### src/rtl/rtc_pkg.sv
// Shared definitions for the RTC bus initiator: register address map,
// register index constants and the bus FSM state type.
package rtc_pkg;

  localparam int N_RTC_REGS = 13;

  localparam logic [3:0] IDX_HUND      = 4'd0;
  localparam logic [3:0] IDX_SEC       = 4'd1;
  localparam logic [3:0] IDX_MIN       = 4'd2;
  localparam logic [3:0] IDX_HOUR      = 4'd3;
  localparam logic [3:0] IDX_DATE      = 4'd4;
  localparam logic [3:0] IDX_MONTH     = 4'd5;
  localparam logic [3:0] IDX_YEAR      = 4'd6;
  localparam logic [3:0] IDX_WEEKDAY   = 4'd7;
  localparam logic [3:0] IDX_WEEKNUM   = 4'd8;
  localparam logic [3:0] IDX_TMR_HUND  = 4'd9;
  localparam logic [3:0] IDX_TMR_SEC   = 4'd10;
  localparam logic [3:0] IDX_TMR_MIN   = 4'd11;
  localparam logic [3:0] IDX_TMR_HOUR  = 4'd12;

  // Clock registers first, timer registers appended so a scan is a prefix read.
  localparam logic [7:0] RTC_ADDR [0:N_RTC_REGS-1] = '{
    8'h20, 8'h21, 8'h22, 8'h23, 8'h24, 8'h25, 8'h26, 8'h27, 8'h28,
    8'h40, 8'h41, 8'h42, 8'h43
  };

  typedef enum logic [2:0] {
    IDLE,
    A_ASSERT,
    A_RELEASE,
    D_ASSERT,
    D_RELEASE
  } busState_t;

  function automatic logic [7:0] rtcAddr(input logic [3:0] idx);
    return (idx <= IDX_TMR_HOUR) ? RTC_ADDR[idx] : 8'h00;
  endfunction

endpackage

### src/rtl/rtc_phase_timer.sv
// Loadable down-counter; tc marks the last cycle of the current bus phase.
module rtc_phase_timer (
  input  logic       clk,
  input  logic       reset,
  input  logic       load,
  input  logic [7:0] loadVal,
  output logic       tc
);

  logic [7:0] cnt;

  always_ff @(posedge clk) begin
    if (reset)
      cnt <= 8'd0;
    else if (load)
      cnt <= loadVal;
    else if (cnt != 8'd0)
      cnt <= cnt - 8'd1;
  end

  assign tc = (cnt == 8'd0);

endmodule

### src/rtl/rtc_bus_ctrl.sv
// Multiplexed-AD bus initiator for the external RTC: scans clock/timer
// registers on each frame tick and executes single-register writes between scans.
module rtc_bus_ctrl
  import rtc_pkg::*;
#(
  parameter int T_PHASE    = 10,
  parameter int N_CLK_REGS = 9,
  parameter int N_TMR_REGS = 4
) (
  input  logic       clk,
  input  logic       reset,
  input  logic       tick,
  input  logic       temporizador,
  input  logic       wr_req,
  input  logic [7:0] wr_addr,
  input  logic [7:0] wr_data,
  output logic       wr_ack,
  output logic       busy,
  output logic [7:0] dato_out,
  output logic [3:0] dato_idx,
  output logic       dato_valid,
  output logic [7:0] ad_out,
  output logic       ad_oe,
  input  logic [7:0] ad_in,
  output logic       cs_n,
  output logic       rd_n,
  output logic       wr_n,
  output logic       a_d
);

  localparam logic [7:0] PHASE_LOAD = 8'(T_PHASE - 1);
  localparam logic [3:0] LAST_CLK   = 4'(N_CLK_REGS - 1);
  localparam logic [3:0] LAST_TMR   = 4'(N_CLK_REGS + N_TMR_REGS - 1);

  busState_t  state, nextState;
  logic       phaseEnd;
  logic       pending;
  logic       isWrite;
  logic       startWrite, startScan;
  logic [3:0] idx, lastIdx;
  logic [7:0] wrAddrQ, wrDataQ, curAddr;

  // Every state change restarts the phase count, so each state lasts T_PHASE cycles.
  rtc_phase_timer uPhaseTimer (
    .clk     (clk),
    .reset   (reset),
    .load    (nextState != state),
    .loadVal (PHASE_LOAD),
    .tc      (phaseEnd)
  );

  always_comb begin
    nextState  = state;
    startWrite = 1'b0;
    startScan  = 1'b0;
    cs_n       = 1'b1;
    rd_n       = 1'b1;
    wr_n       = 1'b1;
    a_d        = 1'b1;
    ad_oe      = 1'b0;
    ad_out     = 8'h00;
    wr_ack     = 1'b0;
    curAddr    = isWrite ? wrAddrQ : rtcAddr(idx);
    unique case (state)
      IDLE: begin
        if (wr_req) begin
          startWrite = 1'b1;
          nextState  = A_ASSERT;
        end else if (tick || pending) begin
          startScan = 1'b1;
          nextState = A_ASSERT;
        end
      end
      A_ASSERT: begin
        cs_n   = 1'b0;
        wr_n   = 1'b0;
        ad_oe  = 1'b1;
        ad_out = curAddr;
        if (phaseEnd) nextState = A_RELEASE;
      end
      A_RELEASE: begin
        cs_n   = 1'b0;
        ad_oe  = 1'b1;
        ad_out = curAddr;
        if (phaseEnd) nextState = D_ASSERT;
      end
      D_ASSERT: begin
        cs_n = 1'b0;
        a_d  = 1'b0;
        if (isWrite) begin
          wr_n   = 1'b0;
          ad_oe  = 1'b1;
          ad_out = wrDataQ;
        end else begin
          rd_n = 1'b0;
        end
        if (phaseEnd) nextState = D_RELEASE;
      end
      D_RELEASE: begin
        a_d = 1'b0;
        if (phaseEnd) begin
          if (isWrite) begin
            wr_ack    = 1'b1;
            nextState = IDLE;
          end else if (idx == lastIdx) begin
            nextState = IDLE;
          end else begin
            nextState = A_ASSERT;
          end
        end
      end
      default: nextState = IDLE;
    endcase
  end

  assign busy = (state != IDLE);

  always_ff @(posedge clk) begin
    if (reset) begin
      state      <= IDLE;
      pending    <= 1'b0;
      isWrite    <= 1'b0;
      idx        <= 4'd0;
      lastIdx    <= 4'd0;
      dato_out   <= 8'h00;
      dato_idx   <= 4'd0;
      dato_valid <= 1'b0;
    end else begin
      state      <= nextState;
      dato_valid <= 1'b0;
      // Ticks are remembered only while a write owns the bus; during a scan they are dropped.
      if (startWrite) begin
        isWrite <= 1'b1;
        pending <= pending | tick;
      end else if (startScan) begin
        isWrite <= 1'b0;
        pending <= 1'b0;
        idx     <= 4'd0;
        lastIdx <= temporizador ? LAST_TMR : LAST_CLK;
      end else if (tick && isWrite && state != IDLE) begin
        pending <= 1'b1;
      end
      if (state == D_RELEASE && phaseEnd && !isWrite && idx != lastIdx)
        idx <= idx + 4'd1;
      if (state == D_ASSERT && phaseEnd && !isWrite) begin
        dato_out   <= ad_in;
        dato_idx   <= idx;
        dato_valid <= 1'b1;
      end
    end
  end

  always_ff @(posedge clk) begin
    if (startWrite) begin
      wrAddrQ <= wr_addr;
      wrDataQ <= wr_data;
    end
  end

endmodule
### config.mk
export PLATFORM = sky130hd
export DESIGN_NAME = rtc_bus_ctrl
export DESIGN_NICKNAME = d
export VERILOG_FILES = /design/src/rtl/rtc_pkg.sv /design/src/rtl/rtc_phase_timer.sv /design/src/rtl/rtc_bus_ctrl.sv
export SDC_FILE = /design/constraint.sdc
export NUM_CORES = 1
export LEC_CHECK = 0
export CAP_MARGIN = 20
export CORE_MARGIN = 10
export CORE_UTILIZATION = 54
export CTS_CLUSTER_SIZE = 8
export DETAILED_ROUTE_END_ITERATION = 10
export PLACE_DENSITY_LB_ADDON = 0.2
export SYNTH_ARGS = -nofsm -noshare
export SYNTH_HDL_FRONTEND = slang
export SYNTH_SLANG_ARGS = --single-unit
### constraint.sdc
create_clock -name clk -period 3.4 [get_ports clk]
set_input_delay 1.02 -clock clk [delete_from_list [all_inputs] [get_ports clk]]
set_output_delay 1.02 -clock clk [all_outputs]
set_load 0.05 [all_outputs]
After elaboration in Yosys (flattened, before gate mapping)
Memory sizes are Yosys's and may differ from the RTL's.
Cells that the tools add are included.
{"block": "totals", "reg_bits": 50, "rom_bits": 128, "inputBits": 29, "output_inout_bits": 28, "word_cells": 92, "n_memories": 1}
{"block": "classes", "add_sub_neg": 2, "order_cmp": 2, "n_eq_ne": 8, "mux": 41, "bitwise": 3, "reduce_logical": 23}
{"name": "(no name shown)", "depth": 16, "width": 8, "rd": 1, "rd_ports_with_merged_regs": 0, "write_ports": 0, "line": "rtc_pkg.sv:36", "rtl": "return (idx <= IDX_TMR_HOUR) ? RTC_ADDR[idx] : 8'h00;"}
{"op": "two-way mux 8 bit", "n": 5}
{"op": "two-way mux 3 bit", "n": 7}
{"op": "two-way mux 1 bit", "n": 20}
{"op": "two-way mux 4 bit", "n": 5}
{"op": "one-hot mux 8 bit (2 select lines)", "n": 1}
{"op": "one-hot mux 3 bit (5 select lines)", "n": 1}
{"op": "zero test 8 bit", "n": 1}
{"op": "nonzero test 8 bit", "n": 1}
{"op": "subtractor 8 x 1 -> 8 bit (second input constant)", "n": 1}
{"op": "logical AND 1 bit", "n": 7}
{"op": "== test 3 x 2 -> 1 bit (second input constant)", "n": 2}
{"op": "nonzero test 2 bit", "n": 3}
{"op": "nonzero test 3 bit", "n": 2}
{"op": "OR reduction 2 bit", "n": 3}
{"op": ">= comparator 5 bit (second input constant)", "n": 1}
{"op": "NOT 4 -> 5 bit", "n": 1}
{"op": "adder 4 x 1 -> 4 bit (second input constant)", "n": 1}
{"op": "== test 4 bit", "n": 1}
{"op": "<= comparator 4 bit (second input constant)", "n": 1}
{"op": "!= test 4 bit", "n": 1}
{"op": "one-hot mux 1 bit (2 select lines)", "n": 2}
{"op": "AND reduction 2 bit", "n": 2}
{"op": "== test 3 x 1 -> 1 bit (second input constant)", "n": 1}
{"op": "== test 3 bit (second input constant)", "n": 1}
{"op": "other kinds (8)", "n": 8}

Depth between registers and ports, before layout
Gate-level depths: netlist of the first run.
{"block": "depth", "depth_word": 7, "mapped_depth": 7, "mapped_depth_nobuf": 6}

By module
From an unflattened synthesis of the first run, not the netlist that was laid out.
{"block": "hier_totals", "cells_unflattened": 246, "hier_area_um2": 2432.3}
{"mod": "rtc_bus_ctrl", "n_inst": 1, "cells_each": 193, "area_each_um2": 1956.9, "seq_area_each_um2": 960.9}
{"mod": "rtc_phase_timer", "n_inst": 1, "cells_each": 53, "area_each_um2": 475.5, "seq_area_each_um2": 160.2}

Worst setup path before layout of the first run
Ideal clock, no wire load.
{"block": "synth_timing", "path_kind": "reg2out", "startpoint": "register state[1]", "endpoint": "output ad_out[5]", "arrival_time_ns": 1.999, "t_required_ns": 2.380, "slack_ns": 0.381, "path_stages_with_launch": 6, "path_buffers": 2, "path_cell_list": "dfxtp_1 buf_2 nor2b_1 buf_2 a22oi_1 o21ai_0"}
{"block": "synth_via", "elab_chain_cells": 3, "elab_cells_between_ends": 5, "classes_between": "eq/ne (3); mux (1); reduce/logical (1)"}
{"element": "from (decl)", "line": "rtc_bus_ctrl.sv:35", "rtl": "busState_t state, nextState;"}
{"element": "from (signal assigned)", "line": "rtc_bus_ctrl.sv:129", "rtl": "state <= nextState;"}
{"element": "== test 3 x 2 -> 1 bit / == test 3 x 1 -> 1 bit (equally long branches)", "line": "rtc_bus_ctrl.sv:64", "rtl": "unique case (state)"}
{"element": "OR reduction 2 bit (no line)"}
{"element": "one-hot mux 8 bit (2 select lines) (*)", "line": "rtc_bus_ctrl.sv:64"}
{"element": "to (decl)", "line": "rtc_bus_ctrl.sv:22", "rtl": "output logic [7:0] ad_out,"}
Every way passes the cells marked *; elsewhere a longest branch is shown, timed or not.

Worst setup path in the final report of the first run
{"block": "layout_timing", "startpoint": "register state[2]", "endpoint": "output a_d"}
{"block": "layout_via", "elab_chain_cells": 3, "elab_cells_between_ends": 4, "classes_between": "eq/ne (2); mux (1); reduce/logical (1)"}
{"element": "== test 3 bit / == test 3 x 2 -> 1 bit (equally long branches)", "line": "rtc_bus_ctrl.sv:64"}
{"element": "OR reduction 2 bit (no line) (*)"}
{"element": "two-way mux 1 bit (*)", "line": "rtc_bus_ctrl.sv:64"}
{"element": "to (decl)", "line": "rtc_bus_ctrl.sv:28", "rtl": "output logic a_d"}
Marks and branches as above.

==> flow_metrics.env, run 1 <==
export IMPL_syn_inst=245
export IMPL_ys_top_cells_by_area="dfxtp_1 26%, edfxtp_1 20%, mux2i_1 6.6%"
export IMPL_path_clk_slew_ps=90
export IMPL_ios=57
export IMPL_critPathKind="reg -> out"
export IMPL_finalWeightedCongestion=0.780
export IMPL_startpoint_type="register"
export IMPL_antenna_cells=0
export IMPL_tns_ps=0
export IMPL_ys_seq_area_frac=0.459
export IMPL_port_buffers=56
export IMPL_vdd_drop_max_mv=0.406
export IMPL_min_period_ps=3240
export IMPL_antenna_found_initial=0
export IMPL_root_buffer="clkbuf_8"
export IMPL_first_pass_iters=4
export IMPL_synth_top_cell_by_area="dfxtp_1"
export IMPL_clk_latency_ps=300
export IMPL_post_cts_hold_buffer_count=0
export IMPL_powerDensity_nw_per_um2=796
export IMPL_cts_sinks=48
export IMPL_crit_path_end_kind="primary output"
export IMPL_die_w_um=87.2
export IMPL_drt_iter0_drc=93
export IMPL_synth_commonest_cells="32 x dfxtp_1, 30 x nor2_1, 16 x edfxtp_1, 16 x mux2i_1, 16 x nand2_1"
export IMPL_relSlewSlack=0.587
export IMPL_synth_most_common_cell="dfxtp_1"
export IMPL_drive_gt1_frac=0.137
export IMPL_finalMaxSlewViolations=0
export IMPL_path_max_fanout=14
export IMPL_ys_async_sr_fraction=0
export IMPL_cap_violations=0
export IMPL_drc_errors=0
export IMPL_dieHeight_um=87.2
export IMPL_syn_area_um2=2440
export IMPL_ff2ff_setup_slack_ps=1470
export IMPL_hold_viol=0
export IMPL_fp_row_count=24
export IMPL_core_area_um2=4350
export IMPL_ant_nets=0
export IMPL_cts_setup_buffers=0
export IMPL_finalSetupViolCount=0
export IMPL_synth_warnings=0
export IMPL_rsz0062_at_grt="false"
export IMPL_regArea_um2=1120
export IMPL_fin_area_um2=3190
export IMPL_yosysUniqueCellTypes=47
export IMPL_hold_ws_ps=497
export IMPL_cts_tree="built"
export IMPL_status="complete, no violations"
export IMPL_syn_nets=280
export IMPL_grt_pass1_vias=2047
export IMPL_cp_required_ps=2380
export IMPL_synth_edf_count=16
export IMPL_start_util=0.560
export IMPL_postPlaceCellArea_um2=3110
export IMPL_fin_nets=335
export IMPL_vias_per_cell=5.56
export IMPL_fmaxAchievable_mhz=309
export IMPL_clock_skew_final_ps=12.4
export IMPL_synthToLayoutAreaGrowth_pct=30.6
export IMPL_tightest_slew_ps=619
export IMPL_fillerInstances=322
export IMPL_grt_pass1_wl_mm=9.62
export IMPL_cts_buffer_depth=2
export IMPL_grt_use_total=0.156
export IMPL_dp_hpwl_mm=4.37
export IMPL_cts_max_level=2
export IMPL_critical_path_max_stage_delay_ps=820
export IMPL_ys_flop_type="dfxtp_1"
export IMPL_cp_slowest_cell="clkdlybuf4s50_1"
export IMPL_cts_resized=0
export IMPL_wl_per_cell_um=16.0
export IMPL_crit_arrival_ps=2220
export IMPL_gr_total_overflow=0
export IMPL_p_leak_nw=1.24
export IMPL_pre_cts_ws_ps=490
export IMPL_synth_area_per_cell_um2=9.96
export IMPL_multiInputGateArea_um2=1210
export IMPL_finalWorstSetupSlack_ps=161
export IMPL_grt_max_degree=17
export IMPL_crit_path_cell_trace="and2b_1 -> a21oi_1 -> clkdlybuf4s50_1"
export IMPL_wl_mm=5.64
export IMPL_holdCritPathClass="reg -> reg"
export IMPL_yosysTopAreaCellShare=0.263
export IMPL_fin_crit_sh=0.953
export IMPL_vias=1956
export IMPL_cts_buffers=5
export IMPL_die_area_um2=7610
export IMPL_ys_ff_latch=48
worst max-delay path, delay by kind of cell (launching register included):
| kind | cells | cell delay [ps] |
|---|---|---|
| buffers and inverters | 1 | 820 |
| DFF | 1 | 620 |
| and+or+nand+nor | 1 | 310 |
| AOI/OAI and AO/OA | 1 | 160 |
stage by stage:
step	util	std cells	power, mW
after floorplan	-	245	1.83
after global placement	0.714	345	2.19
after detailed placement	0.714	345	2.23
after CTS	0.732	352	2.56
after global routing	0.732	352	2.71
final	0.732	352	2.54
report_power, final:
group          internal, mW  switching (mW)  total (mW)
registers             0.720           0.121       0.842
clock network         0.140           0.183       0.324
logic                 0.569           0.803        1.37
total                  1.43            1.11        2.54
area by class of cell:
| type | count | share of cell area |
|---|---|---|
| tap | 52 | 0.0204 |
| multi-input combinational | 173 | 0.380 |
| timing repair buffer | 61 | 0.210 |
| sequential | 48 | 0.352 |
| inverter | 11 | 0.0130 |
| clock buffer | 6 | 0.0228 |
| clock inverter | 1 | 0.00157 |
metal layers:
layer	track usage	up-vias	wire length, um
met1	0.180	928	2370
met2	0.260	39	2830
met5	0	-	0
li1	-	982	-
met3	0.0590	7	360
met4	0.0464	0	72
worst paths after layout:
path | start | end | cells past startpoint
worst max-delay path | state[2] | a_d | 3
worst min-delay path | pending | pending | 2
worst min register to register | pending | pending | 2
worst max register to register | uPhaseTimer.cnt[0] | dato_idx[1] | 6
flip-flops by register name, summed over array words and instances, names as in the netlist, 2 cells and up:
register / count
uPhaseTimer.cnt: 8
state: 3
wrAddrQ: 8
lastIdx: 2
dato_out: 8
dato_idx: 4
wrDataQ: 8
idx: 4
cells in the final DEF (no fill, tap or decap), types with 3 or more instances in the layout:
cell type / netlist / routed
xor2_1: 3 / 3
and3_1: 3 / 3
nand2_1: 16 / 16
buf_12: 0 / 8
nor2b_1: 4 / 4
dfxtp_1: 32 / 32
xnor2_1: 6 / 6
a21oi_1: 13 / 13
edfxtp_1: 16 / 16
o21ai_0: 8 / 8
nor2_1: 30 / 30
mux2i_1: 16 / 16
nand3_1: 10 / 10
buf_4: 1 / 8
o31ai_1: 3 / 3
inv_1: 11 / 11
o211ai_1: 5 / 5
mux2_2: 7 / 7
ha_1: 6 / 6
clkbuf_8: 0 / 5
a211oi_1: 3 / 3
clkdlybuf4s50_1: 0 / 45
a22oi_1: 7 / 7
o22ai_1: 4 / 4
nor3_1: 4 / 4
cells by family after synthesis:
family	after synthesis	share of synthesized area
and+or+nand+nor	86	0.194
AOI/OAI and AO/OA	49	0.142
DFF	48	0.459
buffers and inverters	24	0.0441
muxes	23	0.0979
xor gates and xnor gates	9	0.0323
adders and majority gates	6	0.0308
(Power assumes the default switching activity.)
==> run 2: changes to the inputs <==
--- a/config.mk
+++ b/config.mk
@@ -5,9 +5,12 @@
 export SDC_FILE = /design/constraint.sdc
 export NUM_CORES = 1
 export LEC_CHECK = 0
+export ABC_AREA = 1
 export CAP_MARGIN = 20
 export CORE_MARGIN = 10
-export CORE_UTILIZATION = 54
+export CORE_UTILIZATION = 55
+export CTS_BUF_LIST = sky130_fd_sc_hd__clkbuf_8
+export CTS_CLUSTER_DIAMETER = 200
 export CTS_CLUSTER_SIZE = 8
 export DETAILED_ROUTE_END_ITERATION = 10
 export PLACE_DENSITY_LB_ADDON = 0.2
==> flow_metrics.env, run 2 <==
export IMPL_antenna_found_initial=0
export IMPL_swShare=0.487
export IMPL_relSlewSlack=0.557
export IMPL_dieHeight_um=86.0
export IMPL_hold_viol=0
export IMPL_path_max_fanout=5
export IMPL_cts_buffer_depth=2
export IMPL_vdd_drop_max_mv=0.383
export IMPL_met1_usage=0.191
export IMPL_placed_cells_incl_taps=388
export IMPL_ys_top_cells_by_area="dfxtp_1 27%, edfxtp_1 20%, o21ai_0 6.9%"
export IMPL_postPlaceCellArea_um2=2980
export IMPL_antenna_cells=0
export IMPL_finalMaxSlewViolations=0
export IMPL_tightest_slew_ps=664
export IMPL_finalWorstSetupSlack_ps=245
export IMPL_cts_sinks=48
export IMPL_root_buffer="clkbuf_8"
export IMPL_total_power_mw=2.62
export IMPL_syn_inst=287
export IMPL_cts_max_level=2
export IMPL_crit_path_end_kind="primary output"
export IMPL_synthToLayoutAreaGrowth_pct=27.9
export IMPL_instances_no_fill=396
export IMPL_finalSetupViolCount=0
export IMPL_crit_top_cell="inv_2"
export IMPL_cts_buffers=5
export IMPL_clock_power_share=0.124
export IMPL_ios=57
export IMPL_grt_pass1_wl_mm=9.92
export IMPL_status="complete, no violations"
export IMPL_p_leak_nw=1.23
export IMPL_first_pass_iters=4
export IMPL_dp_hpwl_mm=4.53
export IMPL_clk_latency_ps=300
export IMPL_ant_nets=0
export IMPL_cp_required_ps=2380
export IMPL_holdPathStages=2
export IMPL_vias_per_cell=5.31
export IMPL_fin_crit_sh=0.928
export IMPL_crit_arrival_ps=2140
export IMPL_r2r_cells=12
export IMPL_cts_tree="built"
export IMPL_ys_seq_area_frac=0.469
export IMPL_critPathKind="reg -> out"
export IMPL_powerDensity_nw_per_um2=855
export IMPL_clock_skew_final_ps=4.47
export IMPL_fp_row_count=23
export IMPL_drc_errors=0
export IMPL_fmaxAchievable_mhz=317
export IMPL_grt_busiest_layer="met2"
export IMPL_synth_area_per_cell_um2=8.34
export IMPL_syn_area_um2=2390
export IMPL_min_period_ps=3160
export IMPL_fin_area_um2=3060
export IMPL_wl_mm=5.75
export IMPL_die_w_um=86.0
export IMPL_vias=2101
export IMPL_yosysUniqueCellTypes=32
export IMPL_final_common_cell="clkdlybuf4s50_1"
export IMPL_layout_common_cells="46 x clkdlybuf4s50_1, 34 x nand2_1, 34 x nor2_1"
export IMPL_startpoint_type="register"
export IMPL_ys_flop_type="dfxtp_1"
export IMPL_power_frac_seq=0.310
export IMPL_internal_power_mw=1.34
export IMPL_ys_async_sr_fraction=0
export IMPL_cp_slowest_cell="clkdlybuf4s50_1"
export IMPL_rsz0062_at_grt="false"
export IMPL_synth_edf_count=16
export IMPL_core_area_um2=4120
export IMPL_yosysTopAreaCellShare=0.268
export IMPL_hold_ws_ps=486
export IMPL_pre_cts_ws_ps=304
export IMPL_crit_path_cell_trace="inv_2 -> nand2_4 -> nor2_4 -> inv_2 -> nor2_4 -> inv_2 -> nand2_1 -> clkdlybuf4s50_1"
export IMPL_die_area_um2=7390
export IMPL_fin_nets=380
export IMPL_synth_top_cell_by_area="dfxtp_1"
export IMPL_grt_max_degree=18
export IMPL_met2_usage=0.281
export IMPL_synth_commonest_cells="34 x nand2_1, 34 x nor2_1, 33 x o21ai_0"
export IMPL_grt_pass1_vias=2141
export IMPL_holdCritPathClass="reg -> reg"
export IMPL_drive_gt1_frac=0.179
export IMPL_critical_path_max_stage_delay_ps=790
export IMPL_drt_iter0_drc=108
export IMPL_gr_total_overflow=0
export IMPL_combPwrFrac=0.566
export IMPL_ys_ff_latch=48
export IMPL_cap_violations=0
export IMPL_wl_per_cell_um=14.5
export IMPL_use_met3=0.0445
export IMPL_port_buffers=56
export IMPL_tns_ps=0
export IMPL_final_util=0.744
export IMPL_synth_warnings=0
export IMPL_start_util=0.581
export IMPL_syn_nets=322
export IMPL_finalWeightedCongestion=0.828
export IMPL_grt_use_total=0.162
export IMPL_post_cts_hold_buffer_count=0
export IMPL_p_sw_mw=1.27
export IMPL_path_clk_slew_ps=80
## run 2: cell types whose count changed in the layout (fill, tap and decap cells not counted), moves of 6 or more
cell     previous run  this run
a21oi_1            13        21
buf_12              8         0
inv_1              11        25
inv_2               0        11
mux2_2              7         0
mux2i_1            16         0
nand2_1            16        34
nand2_2             0         7
nand3_1            10        18
nor2_2              0        11
nor2_4              1         7
o21ai_0             8        33
xnor2_1             6         0
## run 2: cells by family (layout without fill, tap and decap cells)
logic type      count (synthesis)  count (layout)  share of synthesized area
simple gates                  123             123                      0.273
fa+ha+maj                       6               6                     0.0314
buf+inv                        44             103                     0.0732
xor+xnor                        2               2                    0.00732
compound gates                 64              64                      0.146
flops                          48              48                      0.469
## run 2: worst max-delay path: cells and delay by family (launching register included)
kind          cells  cell delay (ps)
buf+inv           4             1080
flops             1              380
simple gates      4              380
## run 2: worst paths after layout
path	start	end	slack [ps]
min reg2reg	lastIdx[2]	lastIdx[2]	490
max reg2reg	uPhaseTimer.cnt[0]	uPhaseTimer.cnt[4]	1470
max	state[2]	wr_n	240
min	lastIdx[2]	lastIdx[2]	490
## run 2: timing repair
action                     4_1_cts  5_1_grt
gates cloned                     0        0
resized for setup                1        1
setup endpoints to repair        1        1
buffers inserted                 0        0
## run 2: routing by layer
metal  share of wire  wire length (um)
met5               0                 0
met4          0.0063                36
met3           0.061               348
met2            0.52              2970
met1            0.42              2400
## run 2: power by group through the flow
stage          Clock, mW  Combinational, mW  Sequential, mW
4_1_cts            0.332               1.49           0.811
2_1_floorplan          0               1.11           0.829
3_5_place_dp           0               1.49           0.824
5_1_grt            0.354               1.64           0.826
6_report           0.324               1.48           0.812
3_3_place_gp           0               1.45           0.819
## run 2: cell type report
class,instances,area [um2]
Clock buffer,5,68.8
Timing Repair Buffer,58,557
Multi-Input combinational cell,195,1100
Clock inverter,3,13.8
Sequential cell,48,1120
Tap cell,50,62.6
Inverter,37,141
Fill cell,326,1050
